### src/rtl/vram_write_scheduler_pkg.sv
// Shared VRAM constants: bus widths and scheduler FSM encodings, used by the
// write scheduler and the GPU.
package vram_write_scheduler_pkg;

    localparam int VRAM_ADDR_W = 12;
    localparam int DATA_W      = 8;

    typedef enum logic [1:0] {
        ST_IDLE   = 2'd0,
        ST_WAIT   = 2'd1,
        ST_COMMIT = 2'd2
    } sched_state_e;

endpackage

### src/rtl/vram_wr_fifo_m.sv
// Pending-write storage: synchronous FIFO of {address, data} entries, with a
// port that rewrites the data of the newest entry in place.
module vram_wr_fifo_m #(
    parameter int DEPTH  = 4,
    parameter int ADDR_W = 12,
    parameter int DATA_W = 8,
    localparam int PTR_W = $clog2(DEPTH),
    localparam int CNT_W = PTR_W + 1
) (
    input  logic              i_clk,
    input  logic              i_rst,
    input  logic              i_push,
    input  logic [ADDR_W-1:0] i_push_addr,
    input  logic [DATA_W-1:0] i_push_data,
    input  logic              i_pop,
    input  logic              i_tail_wr,
    input  logic [DATA_W-1:0] i_tail_data,
    output logic [ADDR_W-1:0] o_head_addr,
    output logic [DATA_W-1:0] o_head_data,
    output logic [ADDR_W-1:0] o_tail_addr,
    output logic [CNT_W-1:0]  o_count,
    output logic              o_full,
    output logic              o_empty
);

    logic [ADDR_W-1:0] r_addr_mem [DEPTH];
    logic [DATA_W-1:0] r_data_mem [DEPTH];
    logic [PTR_W-1:0]  r_wr_ptr;
    logic [PTR_W-1:0]  r_rd_ptr;
    logic [CNT_W-1:0]  r_count;
    logic              r_full;
    logic              r_empty;
    logic [PTR_W-1:0]  w_tail_ptr;
    logic [CNT_W-1:0]  w_count_next;

    assign w_tail_ptr  = r_wr_ptr - PTR_W'(1);
    assign o_head_addr = r_addr_mem[r_rd_ptr];
    assign o_head_data = r_data_mem[r_rd_ptr];
    assign o_tail_addr = r_addr_mem[w_tail_ptr];
    assign o_count     = r_count;
    assign o_full      = r_full;
    assign o_empty     = r_empty;

    always_comb begin
        w_count_next = r_count;
        case ({i_push, i_pop})
            2'b10:   w_count_next = r_count + CNT_W'(1);
            2'b01:   w_count_next = r_count - CNT_W'(1);
            default: w_count_next = r_count;
        endcase
    end

    // Storage is not reset; the pointers alone decide what is valid.
    always_ff @(posedge i_clk) begin
        if (i_push) begin
            r_addr_mem[r_wr_ptr] <= i_push_addr;
            r_data_mem[r_wr_ptr] <= i_push_data;
        end else if (i_tail_wr) begin
            r_data_mem[w_tail_ptr] <= i_tail_data;
        end
    end

    always_ff @(posedge i_clk) begin
        if (i_rst) begin
            r_wr_ptr <= '0;
            r_rd_ptr <= '0;
            r_count  <= '0;
            r_full   <= 1'b0;
            r_empty  <= 1'b1;
        end else begin
            if (i_push) r_wr_ptr <= r_wr_ptr + PTR_W'(1);
            if (i_pop)  r_rd_ptr <= r_rd_ptr + PTR_W'(1);
            r_count <= w_count_next;
            r_full  <= (w_count_next == CNT_W'(DEPTH));
            r_empty <= (w_count_next == '0);
        end
    end

endmodule

### src/rtl/vram_write_scheduler_m.sv
// Buffers CPU writes to VRAM and commits them only in cycles the GPU is not
// fetching, coalescing back-to-back writes to the same address.
module vram_write_scheduler_m
    import vram_write_scheduler_pkg::*;
#(
    parameter int FIFO_DEPTH  = 4,
    parameter int VRAM_ADDR_W = vram_write_scheduler_pkg::VRAM_ADDR_W
) (
    input  logic                   clk_12_5875,
    input  logic                   rst,
    input  logic                   cpu_write_strobe,
    input  logic [VRAM_ADDR_W-1:0] cpu_address,
    input  logic [DATA_W-1:0]      cpu_data,
    input  logic                   gpu_fetch_next,
    input  logic                   in_vblank,
    output logic [VRAM_ADDR_W-1:0] vram_address,
    output logic [DATA_W-1:0]      vram_data,
    output logic                   vram_write_enable,
    output logic                   cpu_stall,
    output logic                   fifo_empty,
    output logic                   overflow,
    input  logic                   clr_overflow
);

    localparam int CNT_W = $clog2(FIFO_DEPTH) + 1;

    sched_state_e           r_state;
    sched_state_e           w_state_next;
    logic [VRAM_ADDR_W-1:0] r_vram_address;
    logic [DATA_W-1:0]      r_vram_data;
    logic                   r_vram_we;
    logic                   r_overflow;

    logic                   w_gpu_clear;
    logic                   w_pop;
    logic                   w_push;
    logic                   w_coalesce;
    logic                   w_overflow_set;
    logic [VRAM_ADDR_W-1:0] w_head_addr;
    logic [DATA_W-1:0]      w_head_data;
    logic [VRAM_ADDR_W-1:0] w_tail_addr;
    logic [CNT_W-1:0]       w_count;
    logic                   w_full;
    logic                   w_empty;

    assign w_gpu_clear = in_vblank | ~gpu_fetch_next;

    // A strobe hitting the newest entry rewrites it, unless that entry is the
    // one leaving for VRAM this cycle.
    assign w_coalesce = cpu_write_strobe && !w_empty && (w_tail_addr == cpu_address)
                        && !(w_pop && (w_count == CNT_W'(1)));
    assign w_push         = cpu_write_strobe && !w_coalesce && (!w_full || w_pop);
    assign w_overflow_set = cpu_write_strobe && !w_coalesce && w_full && !w_pop;

    // IDLE/WAIT look at the raw strobe so the pop decision never depends on push.
    always_comb begin
        w_state_next = r_state;
        w_pop        = 1'b0;
        case (r_state)
            ST_IDLE: begin
                if (!w_empty || cpu_write_strobe) w_state_next = ST_WAIT;
            end
            ST_WAIT: begin
                if (!w_empty && w_gpu_clear) begin
                    w_state_next = ST_COMMIT;
                    w_pop        = 1'b1;
                end else if (w_empty && !cpu_write_strobe) begin
                    w_state_next = ST_IDLE;
                end
            end
            ST_COMMIT: begin
                if (!w_empty && w_gpu_clear) begin
                    w_state_next = ST_COMMIT;
                    w_pop        = 1'b1;
                end else if (!w_empty) begin
                    w_state_next = ST_WAIT;
                end else begin
                    w_state_next = ST_IDLE;
                end
            end
            default: w_state_next = ST_IDLE;
        endcase
    end

    always_ff @(posedge clk_12_5875) begin
        if (rst) begin
            r_state        <= ST_IDLE;
            r_vram_we      <= 1'b0;
            r_vram_address <= '0;
            r_vram_data    <= '0;
            r_overflow     <= 1'b0;
        end else begin
            r_state   <= w_state_next;
            r_vram_we <= w_pop;
            if (w_pop) begin
                r_vram_address <= w_head_addr;
                r_vram_data    <= w_head_data;
            end
            if (w_overflow_set)    r_overflow <= 1'b1;
            else if (clr_overflow) r_overflow <= 1'b0;
        end
    end

    vram_wr_fifo_m #(
        .DEPTH  (FIFO_DEPTH),
        .ADDR_W (VRAM_ADDR_W),
        .DATA_W (DATA_W)
    ) u_fifo (
        .i_clk       (clk_12_5875),
        .i_rst       (rst),
        .i_push      (w_push),
        .i_push_addr (cpu_address),
        .i_push_data (cpu_data),
        .i_pop       (w_pop),
        .i_tail_wr   (w_coalesce),
        .i_tail_data (cpu_data),
        .o_head_addr (w_head_addr),
        .o_head_data (w_head_data),
        .o_tail_addr (w_tail_addr),
        .o_count     (w_count),
        .o_full      (w_full),
        .o_empty     (w_empty)
    );

    assign vram_address      = r_vram_address;
    assign vram_data         = r_vram_data;
    assign vram_write_enable = r_vram_we;
    assign cpu_stall         = w_full;
    assign fifo_empty        = w_empty;
    assign overflow          = r_overflow;

endmodule

### config.mk
export PLATFORM = sky130hd
export DESIGN_NAME = vram_write_scheduler_m
export DESIGN_NICKNAME = d
export VERILOG_FILES = /design/src/rtl/vram_write_scheduler_pkg.sv /design/src/rtl/vram_wr_fifo_m.sv /design/src/rtl/vram_write_scheduler_m.sv
export SDC_FILE = /design/constraint.sdc
export NUM_CORES = 1
export LEC_CHECK = 0
export ABC_CLOCK_PERIOD_IN_PS = 4250
export BUFFER_PORTS_ARGS = -buffer_cell sky130_fd_sc_hd__buf_4
export CAP_MARGIN = 40
export CORE_MARGIN = 1.5
export CORE_UTILIZATION = 61
export CTS_BUF_LIST = sky130_fd_sc_hd__clkbuf_4
export DETAILED_ROUTE_END_ITERATION = 6
export PLACE_DENSITY_LB_ADDON = 0.2
export RECOVER_POWER = 100
export SYNTH_ARGS = -nofsm -noshare
export SYNTH_HDL_FRONTEND = slang
export SYNTH_SLANG_ARGS = --single-unit
### constraint.sdc
create_clock -name clk_12_5875 -period 4.25 [get_ports clk_12_5875]
set_input_delay 0.425 -clock clk_12_5875 [delete_from_list [all_inputs] [get_ports clk_12_5875]]
set_output_delay 0.425 -clock clk_12_5875 [all_outputs]
set_load 0.05 [all_outputs]
==> run metrics, run 1 <==
outcome=complete, no violations; asr flop ratio synth=0%; number of port buffers=a little under 50; Hold-fix buffers, CTS=0; Synth Area in Adders=under 10%; vias in the first global route=between 2000 and 3000; Num CTS Buffers=17; Skew-Pair Late Insertion Delay=0.51 ns; Total Routing Usage GR=between 20% and 30%; final wirelength=9.02 mm; slew margin rel.=31.0%; DR DRC count=0; XOR/XNOR Fraction of Synth Area=3.72%; reg2reg path depth=8; worst-case vdd ir drop=0.381 mV; max-slew violations=0; placed cell area=about 0.0054 mm2; CTS Sinks=approximately 110; ANT nets after route=0; net switching power=0.000846 W; CTS Buffer Depth=2; DR iter-0 viols=248; Synth Area in Compound Gates=5.56%; Synthesized Nets=381; Synth Area in Simple Gates=7.84%; Syn. warnings=0; Top delay family on crit path=simple AND/OR/NAND/NOR gates; Fillers=about 570; clk slew on worst S/H paths=0.10 ns; worst-margin pin slew=1.03 ns; Main synth FF type=edfxtp_1; Max-cap violations=0; sw frac=approximately a third; Yosys reg bits=113; final RePlAce weighted congestion=0.771; I/O pins=50; data arrival time of the critical path=3.46 ns; Vias per Instance=5.67; worst-path maximum fanout=12; Final setup viols=0; WP depth=8; fmax=approximately 0.3 GHz; fin nets=439; post-DP HPWL=6.19 mm; maximum number of pins on one net before global-route repair=32; P_int=~0.0018 W; Pre-Repair DR Iteration Count=4; H-tree levels=4; main combinational cell family by area after synthesis=multiplexers; Initial Util=63.4%; min Tclk post-route=3.33 ns; sequential area share after synthesis=61.9%; gr ovfl total=0; commonest non-fill, non-tap cell in the layout=edfxtp_1; Logic pwr share=20.9%; CP endpoint kind=register; Final Cycle Share=between 70 and 80%; initial antenna violation count=0; mux cell area share after synthesis=14.9%; FF-to-FF Start=u_fifo.r_wr_ptr[1]; first-pass GRT wire length=14.8 mm; Row Count=32; Post-Syn Instances=~340; CTS tree=done; Post-Syn Area=0.00495 mm2; Leak Pwr=between 1.5 and 2 nW; Post-CTS Resized=0; Non-Filler Instances=around 500; Worst Path Buf+Inv=1; crit path max-delay cell type=and2_0; share of post-route cells with drive strength above 1=17.2%; Reg-to-Reg End=u_fifo.r_addr_mem[0][4]; Core Region=0.00781 mm2; Vias=2922; TNS Setup=0 ns; Layout Skew=0.0119 ns; Die Wd=93.1 um; Post-synth EDFFs=80; CP startpoint kind=register; total power=0.00267 W; die area=0.00866 mm2; worst hold path class=in2reg; most frequent cells in the layout=80 x edfxtp_1, 44 x nand2_1, 44 x clkbuf_1; RSZ-0062 raised after global routing=false; post-CTS setup buffers=0; Power Dens Cells=roughly 480 mW/mm2; final hold vios=0; Critical Path Source=u_fifo.r_wr_ptr[1]; Area Growth Syn to Fin=11.4%; Yosys cell types=40; placed instance count=between 400 and 500; Setup crit end=u_fifo.r_addr_mem[0][4]; clock share of power=29.4%; post-route cell area=~0.0055 mm2; CP max stage delay=0.86 ns; Die Span Y=93.1 um; Syn Area/Cell=~14 um2; antenna cells=0; routed length per instance=17.5 um; CP required=4.39 ns; CTS root buf=clkbuf_4; worst-path cell chain=inv_1, ha_1, mux4_1, xnor2_1, nand4_1, nor2_1, a31oi_4, and2_0; r2r setup slk=roughly 0.92 ns; sequential power share=between 40% and 50%; WS Path Type=reg2reg
==> per-layer routing <==
layer / vias to the layer above / global-route usage [%] / part of all wire (%)
met3: 20 / 8.78 / 4.5
met5: - / 0 / 0
met1: 1439 / 29.5 / 44
met2: 71 / 37.2 / 49
met4: 0 / 9.22 / 1.8
li1: 1392 / - / -
==> stage by stage <==
stage	util, %	hold slack (ns)	setup WS [ns]
2_1_floorplan	-	0.498	1.14
3_3_place_gp	68.9	0.445	1.13
3_5_place_dp	69.1	0.448	1.01
4_1_cts	72.8	0.0785	0.987
5_1_grt	70.6	0.143	0.678
6_report	70.6	0.177	0.924
==> cell type report <==
cell class | count | area [um2] | area share [%]
tap | 102 | 128 | 2.32
clock buffer | 17 | 128 | 2.32
inverter | 12 | 45.0 | 0.817
timing repair buffer | 54 | 248 | 4.49
clock inverter | 15 | 160 | 2.91
sequential | 113 | 3060 | 55.6
multi-input combinational | 202 | 1740 | 31.6
==> logic make-up after synthesis <==
family          count (synthesis)
flops                         113
simple gates                   87
compound gates                 41
mux                            40
buf+inv                        27
xor+xnor                       21
fa+ha+maj                      13
==> synth_stat cells, types with 2 or more instances <==
master / n / area, um2
and2_2: 4 / 30.0
nor3_1: 3 / 15.0
mux4_1: 3 / 78.8
xnor2_1: 9 / 78.8
a211oi_1: 2 / 15.0
dfxtp_1: 33 / 661
nand4_1: 3 / 18.8
nor2_1: 18 / 67.6
xor2_1: 12 / 105
nand2_1: 44 / 165
buf_1: 3 / 11.3
and3_1: 2 / 12.5
a22o_1: 2 / 17.5
nand2b_1: 3 / 18.8
clkbuf_1: 8 / 30.0
edfxtp_1: 80 / 2400
inv_1: 12 / 45.0
ha_1: 13 / 163
mux2i_1: 13 / 130
nand3_1: 5 / 25.0
buf_6: 2 / 22.5
mux4_2: 23 / 518
a21oi_1: 25 / 125
o2bb2ai_1: 3 / 26.3
a22oi_1: 2 / 15.0
==> how the worst min path moves through the flow <==
stage                       from                 endpoint  cells after the start  slack (ns)
5_1_grt             clr_overflow                 overflow                      3        0.14
2_1_floorplan  u_fifo.o_count[2]        u_fifo.o_count[2]                      2        0.50
3_3_place_gp     vram_address[9]          vram_address[9]                      2        0.44
4_1_cts              cpu_data[0]  u_fifo.r_data_mem[0][0]                      1        0.08
6_report            clr_overflow                 overflow                      3        0.18
3_5_place_dp     vram_address[7]          vram_address[7]                      2        0.45
==> power groups by stage <==
stage | registers, W | clock network (W) | logic, W
3_5_place_dp | 0.00136 | 0 | 0.000592
2_1_floorplan | 0.00143 | 0 | 0.000355
6_report | 0.00133 | 0.000786 | 0.000557
5_1_grt | 0.00134 | 0.000850 | 0.000610
4_1_cts | 0.00133 | 0.000797 | 0.000595
3_3_place_gp | 0.00135 | 0 | 0.000579
==> sequential cells by signal, summed over array words and instances (netlist names) <==
signal             flops
u_fifo.r_addr_mem     48
vram_address          12
overflow               1
u_fifo.r_data_mem     32
vram_data              8
u_fifo.o_full          1
u_fifo.r_wr_ptr        2
r_state                2
vram_write_enable      1
u_fifo.o_empty         1
u_fifo.o_count         3
u_fifo.r_rd_ptr        2
==> worst min-delay path, stage by stage <==
cell      delay [ns]
buf_4           0.07
nand2b_1        0.09
a21oi_1         0.05
Power figures use the tool's default switching activity.
==> run 2: changes to the inputs <==
Settings changed: ABC_AREA set to 1, ABC_CLOCK_PERIOD_IN_PS 4250 to 3440.
Clock period 4.25 ns to 3.44 ns, I/O delays scaled along.
==> run 2 against run 1 <==
Net effect: the run now ends with capacitance limit, slew limit left; critical path type unchanged; clock power is 32% higher; utilization is 0.39 points higher; die area is 3.8% higher.
==> run metrics, run 2 <==
outcome=finished, violations left; failing checks=capacitance limit, slew limit; register with the most flip-flops=u_fifo.r_addr_mem; routed length per instance=15.7 um; min Tclk post-route=between 3 and 4 ns; max-slew violations=42; WS Path Type=reg2reg; Syn Area/Cell=about 9.5 um2; vias in the first global route=3800; GRT met1 Usage=33.4%; post-CTS setup buffers=0; placed cell area=0.00564 mm2; I/O pins=50; synth cell count leaders=110 x nor2_1, 98 x nand2_1, 80 x edfxtp_1, 66 x o21ai_0, 33 x dfxtp_1; Yosys cell types=30; Post-synth EDFFs=80; H-tree levels=4; CP endpoint kind=register; Total Routing Usage GR=a little over a quarter; Syn. warnings=0; TNS Setup=0 ns; Yosys top cell by area=edfxtp_1; met2 usage=46.3%; final hold vios=0; post-synth top area share=46.7%; CTS tree=done; Core Region=0.00818 mm2; CTS Sinks=about 110; net switching power=between 0.001 and 0.0015 W; final wirelength=between 10 and 15 mm; maximum number of pins on one net before global-route repair=42; Num CTS Buffers=17; Synthesized Nets=579; initial antenna violation count=0; number of flip-flops in the largest register=48; asr flop ratio synth=0%; commonest non-fill, non-tap cell in the layout=nor2_1; slew margin rel.=-9.23%; count leader, synth=nor2_1; post-route cell area=0.00580 mm2; CP startpoint kind=register; DR iter-0 viols=355; sw frac=approximately 33%; global route hottest layer=met2; Layout Skew=0.0196 ns; worst-case vdd ir drop=0.355 mV; share of post-route cells with drive strength above 1=8.74%; post-DP HPWL=7.12 mm; Die Wd=roughly 95 um; clock share of power=between 30% and 40%; worst-path maximum fanout=12; Post-Syn Area=about 0.0051 mm2; RSZ-0062 raised after global routing=false; Skew-Pair Late Insertion Delay=0.51 ns; Vias per Instance=5.61; Pre-Repair DR Iteration Count=7; gr ovfl total=0; sequential power share=a little under half; CP required=3.58 ns; number of port buffers=49; leading post-synthesis cells by cell area=edfxtp_1 47%, dfxtp_1 13%, nor2_1 8.0%; data arrival time of the critical path=roughly 3.3 ns; Logic pwr share=22.0%; worst hold path class=in2reg; Yosys reg bits=113; Power Dens Cells=588 mW/mm2; final RePlAce weighted congestion=0.810; CTS root buf=clkbuf_4; Final Cycle Share=91.1%; Final setup viols=0; die area=0.00899 mm2; ANT nets after route=0; Die Span Y=between 90 and 100 um; fmax=0.319 GHz; Initial Util=62.9%; Main synth FF type=edfxtp_1; DR DRC count=0; fin nets=between 600 and 700; Vias=4053; Area Growth Syn to Fin=12.9%; antenna cells=0; worst-margin pin slew=1.64 ns; Post-Syn Instances=540; first-pass GRT wire length=18.0 mm; P_int=0.00228 W; Max-cap violations=1; clk slew on worst S/H paths=0.11 ns; Fillers=646; most frequent cells in the layout=110 x nor2_1, 98 x nand2_1, 80 x edfxtp_1; Leak Pwr=around 2.3 nW; sequential area share after synthesis=59.6%; CTS Buffer Depth=2; met3 Track Usage GR=under 10%; Row Count=33
==> run 2: power by group through the flow <==
stage / combinational (W) / clock, W / sequential, W
finish: 0.000752 / 0.00104 / 0.00162
global route: 0.000832 / 0.00111 / 0.00164
CTS: 0.000796 / 0.00105 / 0.00162
detailed placement: 0.000789 / 0 / 0.00165
global placement: 0.000750 / 0 / 0.00165
floorplan: 0.000411 / 0 / 0.00180
==> run 2: cell families after synthesis <==
logic type / count (synthesis) / share of synthesized area (%)
AO/OA/AOI/OAI: 97 / 10.3
XOR/XNOR: 5 / 0.852
adder cells (fa/ha/maj): 13 / 3.16
buffers and inverters: 57 / 5.18
flip-flops: 113 / 59.6
multiplexers: 1 / 0.195
AND/OR/NAND/NOR: 254 / 20.8
==> run 2: layout make-up <==
class	count	area (um2)	share of cell area, %
sequential	113	3060	52.8
multi-input combinational	370	1810	31.2
timing repair buffer	72	365	6.30
clock inverter	14	165	2.85
clock buffer	18	135	2.33
tap	105	131	2.26
inverter	30	124	2.13
timing repair inverter	1	7.51	0.129
==> run 2: routing by layer <==
| layer | vias up | share of wire, % |
|---|---|---|
| met5 | - | 0 |
| met3 | 25 | 6.1 |
| li1 | 1966 | - |
| met1 | 1903 | 41 |
| met4 | 0 | 2.0 |
| met2 | 159 | 51 |
==> run 2: through the flow <==
step | hold slack [ns] | cells | setup slack, ns | power, W | utilization, %
finish | 0.0576 | 723 | 0.305 | 0.00341 | 71.0
global route | 0.0124 | 723 | 0.0492 | 0.00358 | 71.0
CTS | 0.00309 | 716 | 0.196 | 0.00347 | 72.7
detailed placement | 0.464 | 684 | 0.277 | 0.00244 | 69.0
global placement | 0.457 | 683 | 0.403 | 0.00240 | 68.7
floorplan | 0.443 | 540 | 0.526 | 0.00221 | -
==> run 2: worst paths after layout <==
path | from | endpoint | slack [ns] | cells after the start
min | rst | overflow | 0.06 | 2
min reg2reg | overflow | overflow | 0.48 | 2
max | u_fifo.r_wr_ptr[1] | u_fifo.r_addr_mem[2][6] | 0.31 | 14
max reg2reg | u_fifo.r_wr_ptr[1] | u_fifo.r_addr_mem[2][6] | 0.31 | 14
==> run 2: worst max-delay path, stage by stage (launching register included) <==
cell	delay (ns)
dfxtp_1	0.41
inv_1	0.10
ha_2	0.40
buf_4	0.23
nand3_1	0.15
nand2_1	0.08
nand2_1	0.05
nand2_1	0.07
nor2_1	0.04
nand2_1	0.06
nor2_2	0.05
nand2_4	0.12
nand3_4	0.12
nor2_1	0.33
clkbuf_1	0.54
==> run 2: repair_timing <==
action	4_1_cts	5_1_grt
hold buffers	0	6
endpoints found under the hold margin	0	21
endpoints found under the setup margin	0	3
gates resized for setup	0	4
==> run 3: changes to the inputs <==
Settings changed: CORE_MARGIN 1.5 to 5, CORE_UTILIZATION 61 to 40, PLACE_DENSITY set to 0.64, PLACE_DENSITY_LB_ADDON 0.2 to not set.
==> run 3 against run 2 <==
Net effect: the run now ends clean; wire length grew 3.6%; via count shrank 1.5%; register-to-register slack lost 0.05 ns; sequential power is essentially flat; clock skew shrank 0.0045 ns; worst setup slack lost 0.050 ns; final cell count grew 11%; total power shrank 3.0%; non-clock buffer count grew 11; final area grew 3.2%.
==> run metrics, run 3 (synthesized netlist as in run 2, its figures left out) <==
clock share of power=28.3%; most frequent cells in the layout=110 x nor2_1, 98 x nand2_1, 80 x edfxtp_1; Pre-Repair DR Iteration Count=4; initial antenna violation count=0; Area Growth Syn to Fin=16.5%; P_int=0.00225 W; clk slew on worst S/H paths=around 0.10 ns; fin worst setup slack=around 0.26 ns; Vias per Instance=4.99; ANT nets after route=0; CP required=around 4 ns; register with the most flip-flops=u_fifo.r_addr_mem; vias in the first global route=3935; CTS Sinks=113; fmax=~0.31 GHz; Skew-Pair Late Insertion Delay=0.51 ns; Row Count=41; FF-to-FF Start=u_fifo.r_wr_ptr[0]; Max-cap violations=0; Logic pwr share=22.7%; Final Cycle Share=roughly 93%; final wirelength=11.8 mm; Num CTS Buffers=17; Total Routing Usage GR=roughly 17%; final RePlAce weighted congestion=0.874; die area=about 0.015 mm2; placed instance count=750; net switching power=0.00106 W; Initial Util=between 40 and 50%; hold_ws=roughly 0.066 ns; Vias=3991; final hold vios=0; min Tclk post-route=3.18 ns; worst-case vdd ir drop=0.271 mV; data arrival time of the critical path=3.63 ns; worst-path maximum fanout=28; commonest non-fill, non-tap cell in the layout=nor2_1; CTS root buf=clkbuf_4; Non-Filler Instances=800; CP endpoint kind=register; outcome=complete, no violations; Layout Skew=0.0151 ns; sequential cell area=~0.003 mm2; DR DRC count=0; Final setup viols=0; Fillers=1251; number of port buffers=49; share of post-route cells with drive strength above 1=between 10% and 20%; CP startpoint kind=register; CTS Buffer Depth=2; max-slew violations=0; post-route cell area=about 0.0060 mm2; placed cell area=0.00573 mm2; H-tree levels=4; number of flip-flops in the largest register=48; fin nets=~650; worst-margin pin slew=1.18 ns; footprint of the multi-input gates=0.00181 mm2; I/O pins=50; sw frac=~32%; post-DP HPWL=7.77 mm; slew margin rel.=21.3%; Core Region=approximately 0.013 mm2; maximum number of pins on one net before global-route repair=between 40 and 50; Leak Pwr=2.36 nW; Die Span Y=123 um; dpl ws=0.260 ns; DR iter-0 viols=roughly 270; CTS tree=done; sequential power share=49.0%; Die Wd=123 um; Critical Path Source=u_fifo.r_wr_ptr[0]; Power Dens Cells=553 mW/mm2; antenna cells=0; hold path start=rst; routed length per instance=around 15 um; gr ovfl total=0; WS Path Type=reg2reg; worst hold path class=in2reg; first-pass GRT wire length=19.2 mm
## run 3: final timing paths
check	to	slack [ns]	cells past startpoint
max	u_fifo.o_empty	0.26	17
min	r_state[1]	0.07	2
max reg2reg	u_fifo.o_empty	0.26	17
min reg2reg	overflow	0.47	2
## run 3: power groups by stage
stage,Clock [W],Sequential (W),Combinational (W)
2_1_floorplan,0,0.00180,0.000411
3_3_place_gp,0,0.00165,0.000763
3_5_place_dp,0,0.00165,0.000795
4_1_cts,0.000965,0.00162,0.000803
5_1_grt,0.00103,0.00164,0.000844
6_report,0.000937,0.00162,0.000751
## run 3: what timing repair did
item	CTS	global route
hold buffers	7	9
buffers inserted	0	2
endpoints found under the setup margin	0	2
hold endpoints to repair	26	28
gates resized for setup	0	1
## run 3: final cells by class
type / count / share of cell area, %
clock buffer: 23 / 2.88
tap: 172 / 3.59
timing repair buffer: 83 / 8.48
sequential: 113 / 51.2
clock inverter: 9 / 1.55
multi-input combinational: 370 / 30.3
inverter: 30 / 2.07
## run 3: metal layers
layer	up-vias	share of wire, %	global-route usage [%]
met4	0	1.1	5.61
met3	8	6.6	5.22
met1	1883	44	20.5
li1	1991	-	-
met2	109	49	27.6
met5	-	0	0
## run 3: through the flow
stage	total power [W]	util (%)	TNS, ns
floorplan	0.00221	-	0
global placement	0.00241	45.0	0
detailed placement	0.00245	45.4	0
CTS	0.00339	48.1	0
global route	0.00351	47.4	-0.00493
finish	0.00331	47.4	0
## run 3: critical path, cell delays in order, from the launching register on
cell and delay [ns]:
dfxtp_1 0.44, inv_8 0.12, ha_1 0.35, clkinvlp_4 0.25, buf_4 0.22, nand3_1 0.07
nand2_1 0.06, xor2_1 0.14, nand2_1 0.08, nor2_2 0.17, nand2_4 0.12, nand3_4 0.12
inv_1 0.06, ha_1 0.34, inv_1 0.07, o21ai_0 0.25, nand2_1 0.11, a21oi_1 0.15
